==> src/rtl/line_pkg.sv <==
// line_pkg: shared direction codes, FSM states, pattern constants and pattern decode
package line_pkg;
  typedef enum logic [2:0] {DIR_STOP, DIR_FWD, DIR_LEFT, DIR_RIGHT, DIR_SEARCH} dir_t;
  typedef enum logic [1:0] {ST_FOLLOW, ST_NODE, ST_LOST, ST_HALT} state_t;
  localparam logic [2:0] PAT_NODE = 3'b111;
  localparam logic [2:0] PAT_NONE = 3'b000;
  // 101 (and the node/none patterns, handled by the FSM) keep the previous steering
  function automatic dir_t decode(input logic [2:0] p, input dir_t prev);
    return (p == 3'b010) ? DIR_FWD :
           (p == 3'b110 || p == 3'b100) ? DIR_LEFT :
           (p == 3'b011 || p == 3'b001) ? DIR_RIGHT : prev;
  endfunction
endpackage

==> src/rtl/line_sensor_decoder_if.sv <==
// line_sensor_decoder_if: sensor readings + sweep indicator in, pattern/steering/node status out
// master drives ch_left/ch_center/ch_right/data_frame; slave drives line_pattern, pattern_valid,
// dir, node_pulse, node_count, fsm_state
interface line_sensor_decoder_if;
  logic [11:0] ch_left;
  logic [11:0] ch_center;
  logic [11:0] ch_right;
  logic [1:0]  data_frame;
  logic [2:0]  line_pattern;
  logic        pattern_valid;
  logic [2:0]  dir;
  logic        node_pulse;
  logic [7:0]  node_count;
  logic [1:0]  fsm_state;
  modport master(output ch_left, ch_center, ch_right, data_frame,
                 input line_pattern, pattern_valid, dir, node_pulse, node_count, fsm_state);
  modport slave(input ch_left, ch_center, ch_right, data_frame,
                output line_pattern, pattern_valid, dir, node_pulse, node_count, fsm_state);
endinterface

==> src/rtl/hyst_threshold.sv <==
// hyst_threshold: one channel's hysteresis comparator with its line-bit register
// ports: clk_50, rst_n (sync active-low), i_en (sweep tick), i_val (12-bit reading), o_bit (line bit)
module hyst_threshold #(
  parameter logic [11:0] TH_HI = 12'd2000,
  parameter logic [11:0] TH_LO = 12'd1600
) (
  input  logic        clk_50,
  input  logic        rst_n,
  input  logic        i_en,
  input  logic [11:0] i_val,
  output logic        o_bit
);
  logic r_bit;
  always_ff @(posedge clk_50) begin
    if (!rst_n) r_bit <= 1'b0;
    else if (i_en) r_bit <= r_bit ? (i_val >= TH_LO) : (i_val >= TH_HI);
  end
  assign o_bit = r_bit;
endmodule

==> src/rtl/line_sensor_decoder.sv <==
// line_sensor_decoder: per-sweep hysteresis threshold, debounce and follow/node/lost steering FSM
// ports: clk_50, rst_n (sync active-low), bus (line_sensor_decoder_if.slave: readings and
// data_frame in; line_pattern, pattern_valid, dir, node_pulse, node_count, fsm_state out)
module line_sensor_decoder
  import line_pkg::*;
#(
  parameter logic [11:0] TH_HI = 12'd2000,
  parameter logic [11:0] TH_LO = 12'd1600,
  parameter int DEBOUNCE = 2,
  parameter int LOST_TIMEOUT = 64
) (
  input  logic clk_50,
  input  logic rst_n,
  line_sensor_decoder_if.slave bus
);
  logic [1:0] r_frame_q;
  logic       r_tick_d;
  logic [2:0] r_cand;
  logic [3:0] r_cnt;
  logic [2:0] r_pat;
  logic       r_valid;
  logic       r_commit;
  state_t     r_state;
  dir_t       r_dir;
  logic       r_pulse;
  logic [7:0] r_nodes;
  logic [7:0] r_lost;
  logic       w_tick;
  logic [2:0] w_raw;
  logic [3:0] w_cnt_nxt;
  logic       w_commit;
  assign w_tick = (bus.data_frame != r_frame_q) && (bus.data_frame == 2'd1);
  hyst_threshold #(.TH_HI(TH_HI), .TH_LO(TH_LO)) u_left (
    .clk_50(clk_50), .rst_n(rst_n), .i_en(w_tick), .i_val(bus.ch_left), .o_bit(w_raw[2]));
  hyst_threshold #(.TH_HI(TH_HI), .TH_LO(TH_LO)) u_center (
    .clk_50(clk_50), .rst_n(rst_n), .i_en(w_tick), .i_val(bus.ch_center), .o_bit(w_raw[1]));
  hyst_threshold #(.TH_HI(TH_HI), .TH_LO(TH_LO)) u_right (
    .clk_50(clk_50), .rst_n(rst_n), .i_en(w_tick), .i_val(bus.ch_right), .o_bit(w_raw[0]));
  // the count stays saturated while the pattern is stable, so every stable sweep re-commits
  always_comb begin
    w_cnt_nxt = (w_raw != r_cand) ? 4'd1 : (r_cnt == 4'(DEBOUNCE)) ? r_cnt : r_cnt + 4'd1;
    w_commit = r_tick_d && (w_cnt_nxt == 4'(DEBOUNCE));
  end
  always_ff @(posedge clk_50) begin
    if (!rst_n) begin
      r_frame_q <= 2'd0;
      r_tick_d <= 1'b0;
      r_cand <= 3'd0;
      r_cnt <= 4'd0;
      r_pat <= 3'd0;
      r_valid <= 1'b0;
      r_commit <= 1'b0;
    end else begin
      r_frame_q <= bus.data_frame;
      r_tick_d <= w_tick;
      r_commit <= w_commit;
      if (r_tick_d) begin
        r_cand <= w_raw;
        r_cnt <= w_cnt_nxt;
      end
      if (w_commit) begin
        r_pat <= w_raw;
        r_valid <= 1'b1;
      end
    end
  end
  always_ff @(posedge clk_50) begin
    if (!rst_n) begin
      r_state <= ST_FOLLOW;
      r_dir <= DIR_STOP;
      r_pulse <= 1'b0;
      r_nodes <= 8'd0;
      r_lost <= 8'd0;
    end else begin
      r_pulse <= 1'b0;
      if (r_commit && r_valid) begin
        if (r_state == ST_HALT) begin
          r_dir <= DIR_STOP;
        end else if (r_state == ST_LOST && r_pat == PAT_NONE) begin
          if (r_lost == 8'(LOST_TIMEOUT - 1)) begin
            r_state <= ST_HALT;
            r_dir <= DIR_STOP;
          end else begin
            r_lost <= r_lost + 8'd1;
          end
        end else if (r_state == ST_NODE && r_pat == PAT_NODE) begin
          r_dir <= DIR_FWD;
        end else if (r_pat == PAT_NODE) begin
          r_state <= ST_NODE;
          r_dir <= DIR_FWD;
          r_pulse <= 1'b1;
          r_nodes <= (r_nodes == 8'hFF) ? r_nodes : r_nodes + 8'd1;
        end else if (r_pat == PAT_NONE) begin
          r_state <= ST_LOST;
          r_lost <= 8'd0;
          r_dir <= DIR_SEARCH;
        end else begin
          r_state <= ST_FOLLOW;
          r_dir <= decode(r_pat, r_dir);
        end
      end
    end
  end
  assign bus.line_pattern = r_pat;
  assign bus.pattern_valid = r_valid;
  assign bus.dir = r_dir;
  assign bus.node_pulse = r_pulse;
  assign bus.node_count = r_nodes;
  assign bus.fsm_state = r_state;
endmodule
==> src/flat_wrapper.sv <==
// flat-port wrapper written by rule: the top's interface ports become plain ports
module line_sensor_decoder_flat import line_pkg::*;
#(
  parameter logic [11:0] TH_HI = 12'd2000,
  parameter logic [11:0] TH_LO = 12'd1600,
  parameter int DEBOUNCE = 2,
  parameter int LOST_TIMEOUT = 64
)
  (clk_50, rst_n, bus_ch_left, bus_ch_center, bus_ch_right, bus_data_frame, bus_line_pattern, bus_pattern_valid, bus_dir, bus_node_pulse, bus_node_count, bus_fsm_state);
  line_sensor_decoder_if bus_i ();
  input  logic clk_50;
  input  logic rst_n;
  input wire logic [$bits(bus_i.ch_left)-1:0] bus_ch_left;
  input wire logic [$bits(bus_i.ch_center)-1:0] bus_ch_center;
  input wire logic [$bits(bus_i.ch_right)-1:0] bus_ch_right;
  input wire logic [$bits(bus_i.data_frame)-1:0] bus_data_frame;
  output wire logic [$bits(bus_i.line_pattern)-1:0] bus_line_pattern;
  output wire logic [$bits(bus_i.pattern_valid)-1:0] bus_pattern_valid;
  output wire logic [$bits(bus_i.dir)-1:0] bus_dir;
  output wire logic [$bits(bus_i.node_pulse)-1:0] bus_node_pulse;
  output wire logic [$bits(bus_i.node_count)-1:0] bus_node_count;
  output wire logic [$bits(bus_i.fsm_state)-1:0] bus_fsm_state;
  assign bus_i.ch_left = bus_ch_left;
  assign bus_i.ch_center = bus_ch_center;
  assign bus_i.ch_right = bus_ch_right;
  assign bus_i.data_frame = bus_data_frame;
  assign bus_line_pattern = bus_i.line_pattern;
  assign bus_pattern_valid = bus_i.pattern_valid;
  assign bus_dir = bus_i.dir;
  assign bus_node_pulse = bus_i.node_pulse;
  assign bus_node_count = bus_i.node_count;
  assign bus_fsm_state = bus_i.fsm_state;
  line_sensor_decoder #(.TH_HI(TH_HI), .TH_LO(TH_LO), .DEBOUNCE(DEBOUNCE), .LOST_TIMEOUT(LOST_TIMEOUT)) u_core (.clk_50(clk_50), .rst_n(rst_n), .bus(bus_i));
endmodule
==> config.mk <==
export PLATFORM = sky130hd
export DESIGN_NAME = line_sensor_decoder_flat
export DESIGN_NICKNAME = d
export VERILOG_FILES = /design/src/rtl/line_pkg.sv /design/src/rtl/line_sensor_decoder_if.sv /design/src/rtl/hyst_threshold.sv /design/src/rtl/line_sensor_decoder.sv /design/src/flat_wrapper.sv
export SDC_FILE = /design/constraint.sdc
export NUM_CORES = 1
export LEC_CHECK = 0
export BUFFER_PORTS_ARGS = -buffer_cell sky130_fd_sc_hd__buf_2
export CORE_MARGIN = 3
export CORE_UTILIZATION = 40
export DETAILED_ROUTE_END_ITERATION = 8
export HOLD_SLACK_MARGIN = 0.12
export PLACE_DENSITY = 0.66
export SLEW_MARGIN = 20
export SYNTH_ARGS = -nofsm -noshare
export SYNTH_HDL_FRONTEND = slang
export SYNTH_SLANG_ARGS = --single-unit
export TNS_END_PERCENT = 100
==> constraint.sdc <==
create_clock -name clk_50 -period 2 [get_ports clk_50]
set_clock_uncertainty 0.2 [all_clocks]
set_input_delay 0.2 -clock clk_50 [delete_from_list [all_inputs] [get_ports clk_50]]
set_output_delay 0.2 -clock clk_50 [all_outputs]
set_load 0.02 [all_outputs]
==> out/results.tsv <==
metric	value	unit
status	completed	
min_period	1920	ps
path_cells	inv_1 > ha_2 > inv_1 > or3_4 > a2111oi_4 > buf_4 > buf_4 > o21a_1	
yosysWarnings	0	
synth-simple-area-share	0.241	
clk_latency	290	ps
rsz0062_at_grt	yes	
hold_path.class	input pin to register	
syn_nets	275	
synth_area	2070	um2
overflow	0	
leakagePower	1.06	nW
synth_mux_area_frac	0.0436	
ios	58	
grt_use_total	0.162	
antenna_found_initial	0	
grt_pass1_vias	1864	
fin_crit_sh	0.958	
tns	0	ps
htreeDepth	2	
drive_above_1_share	0.300	
ant_nets	0	
drc	0	
area_growth	28.6	%
gp_congestion	0.826	
synth_top_family_by_area	simple AND/OR/NAND/NOR gates	
synthArstFlopShare	0	
num_vias	1950	
cts_made_buffers	5	
max_stage_delay	350	ps
antenna_cells	0	
setup-violations-final	0	
maxClockFrequency	0.522	GHz
yosysMostFrequentCell	dfxtp_1	
clock_path_buffers	2	
end_kind	register	
nets	347	
worst_slew_pin_slew	492	ps
routed_via_density	5.27	
utilization	0.549	
critPathLaunchType	register	
clock-root-buffer	clkbuf_8	
port_buffers	45	
dieArea	6070	um2
synth_xor_xnor_area_share	0.0296	
postSynthCellCount	231	
worstPathRequired	2040	ps
die-width	77.9	um
yosys-top-cells-area	dfxtp_1 (39%), nand2_1 (4.5%), mux2i_1 (4.4%)	
yosys.area_share.adder	0.0242	
yosysTopAreaCell	dfxtp_1	
cts_tree	done	
wirelength	4590	um
firstDrtPassIters	4	
maxSlewHeadroom	0.672	
synth_flop_cell	dfxtp_1	
p_per_area	537	nW/um2
synth_seq_area_share	0.387	
placed_cell_area	2480	um2
die_h	77.9	um
path_max_fanout	5	
dpl.hpwl	3380	um
rows	25	
stdcell_area	2660	um2
hold_viol	0	
syn-mean-instance-area	8.95	um2
core_area	4850	um2
synth_compound_area_frac	0.228	
wire_per_inst	12.4	um
synthTopCellsByCount	dfxtp_1 (40), nand2_1 (25), a21oi_1 (14)	
critical-path-slowest-cell	or3_4	
yosysTopAreaCellShare	0.387	
grt_max_degree	18	
grt_pass1_wl	8070	um
synth_cell_type_count	48	
maxSlewViolCount	0	
critical_path_class	register to register	
drt-initial-drc-count	101	
synth-seq-cells	40	
cts_sinks	40	
cap_violations	0	
start_util	0.427	
clk_pin_slew	80	ps
ff2ff_setup_slack	80	ps
synth_edf_count	0	
cp_data_arrival_time	1950	ps
peakVddDrop	275	uV
==> cell usage in the layout, fill, tap and decap left out, types with 6 or more instances in the layout <==
master          n
buf_4          23
buf_2          45
dfxtp_1        40
nor2_1          7
nand3_1        11
inv_1          12
or4_1           7
nand2_1        24
dlygate4sd3_1   6
and2_1          6
o21ai_0         7
a21oi_1        13
o31ai_1         9
mux2i_1         9
==> path summary, 6_finish.rpt <==
check / from / endpoint / cells past startpoint
setup / recovery: u_core.r_cnt[0] / u_core.bus.pattern_valid / 8
hold / removal: bus_ch_center[8] / u_core.u_center.o_bit / 4
setup reg to reg: u_core.r_cnt[0] / u_core.bus.pattern_valid / 8
hold reg to reg: u_core.bus.dir[0] / u_core.bus.dir[0] / 2
==> stage by stage <==
stage / setup WS [ps] / total power, mW / std cells / hold WS (ps)
2_1_floorplan: 11.5 / 0.878 / 231 / 127
3_3_place_gp: 10.2 / 0.929 / 355 / 220
3_5_place_dp: -55.5 / 0.931 / 355 / 224
4_1_cts: 46.6 / 1.45 / 369 / 191
5_1_grt: -42.7 / 1.50 / 370 / 200
6_report: 83.5 / 1.43 / 370 / 203
==> metal layers <==
metal,track usage,share of wire,vias up
met3,0.0383,0.046,2
met5,0,0,-
met4,0.0559,0.0061,0
met1,0.197,0.46,890
li1,-,-,1013
met2,0.279,0.49,45
==> critical path, delay by kind of cell (launching register included) <==
| family | cells | cell delay (ps) |
|---|---|---|
| and+or+nand+nor | 1 | 350 |
| AOI/OAI and AO/OA | 2 | 370 |
| buffers and inverters | 4 | 440 |
| DFF | 1 | 310 |
| adders and majority gates | 1 | 180 |
==> area by class of cell <==
type | instances | area (um2)
fill | 445 | 2190
timing repair buffer | 74 | 458
clock buffer | 6 | 72.6
tap | 67 | 83.8
inverter | 12 | 45.0
multi-input combinational | 170 | 1190
sequential | 40 | 801
clock inverter | 1 | 5.00
==> power breakdown <==
group / leakage, nW / internal [mW] / switching (mW) / total (mW)
logic: 0.697 / 0.0579 / 0.0570 / 0.115
clock network: 0.0410 / 0.237 / 0.269 / 0.506
registers: 0.323 / 0.803 / 0.00354 / 0.806
total: 1.06 / 1.10 / 0.329 / 1.43
==> timing repair <==
action | CTS | global route
setup buffers | 1 | 1
hold buffers | 6 | 0
pin swaps | 1 | 0
gates cloned | 0 | 0
hold endpoints to repair | 12 | 0
resized for setup | 0 | 7
setup endpoints to repair | 5 | 12
==> cells by family after synthesis <==
group / after synthesis
buffers and inverters: 21
xor gates and xnor gates: 7
and+or+nand+nor: 89
AOI/OAI and AO/OA: 61
muxes: 9
DFF: 40
adders and majority gates: 4
==> state kept, by name, summed over array words and instances (netlist names) <==
signal	flops
u_core.bus.fsm_state	2
u_core.r_tick_d	1
u_core.r_cnt	4
u_core.r_cand	3
u_core.bus.dir	3
u_core.u_right.o_bit	1
u_core.bus.node_pulse	1
u_core.bus.node_count	8
u_core.bus.pattern_valid	1
u_core.r_commit	1
u_core.bus.line_pattern	3
u_core.u_center.o_bit	1
u_core.r_lost	8
u_core.u_left.o_bit	1
u_core.r_frame_q	2
Power figures use the tool's default switching activity.
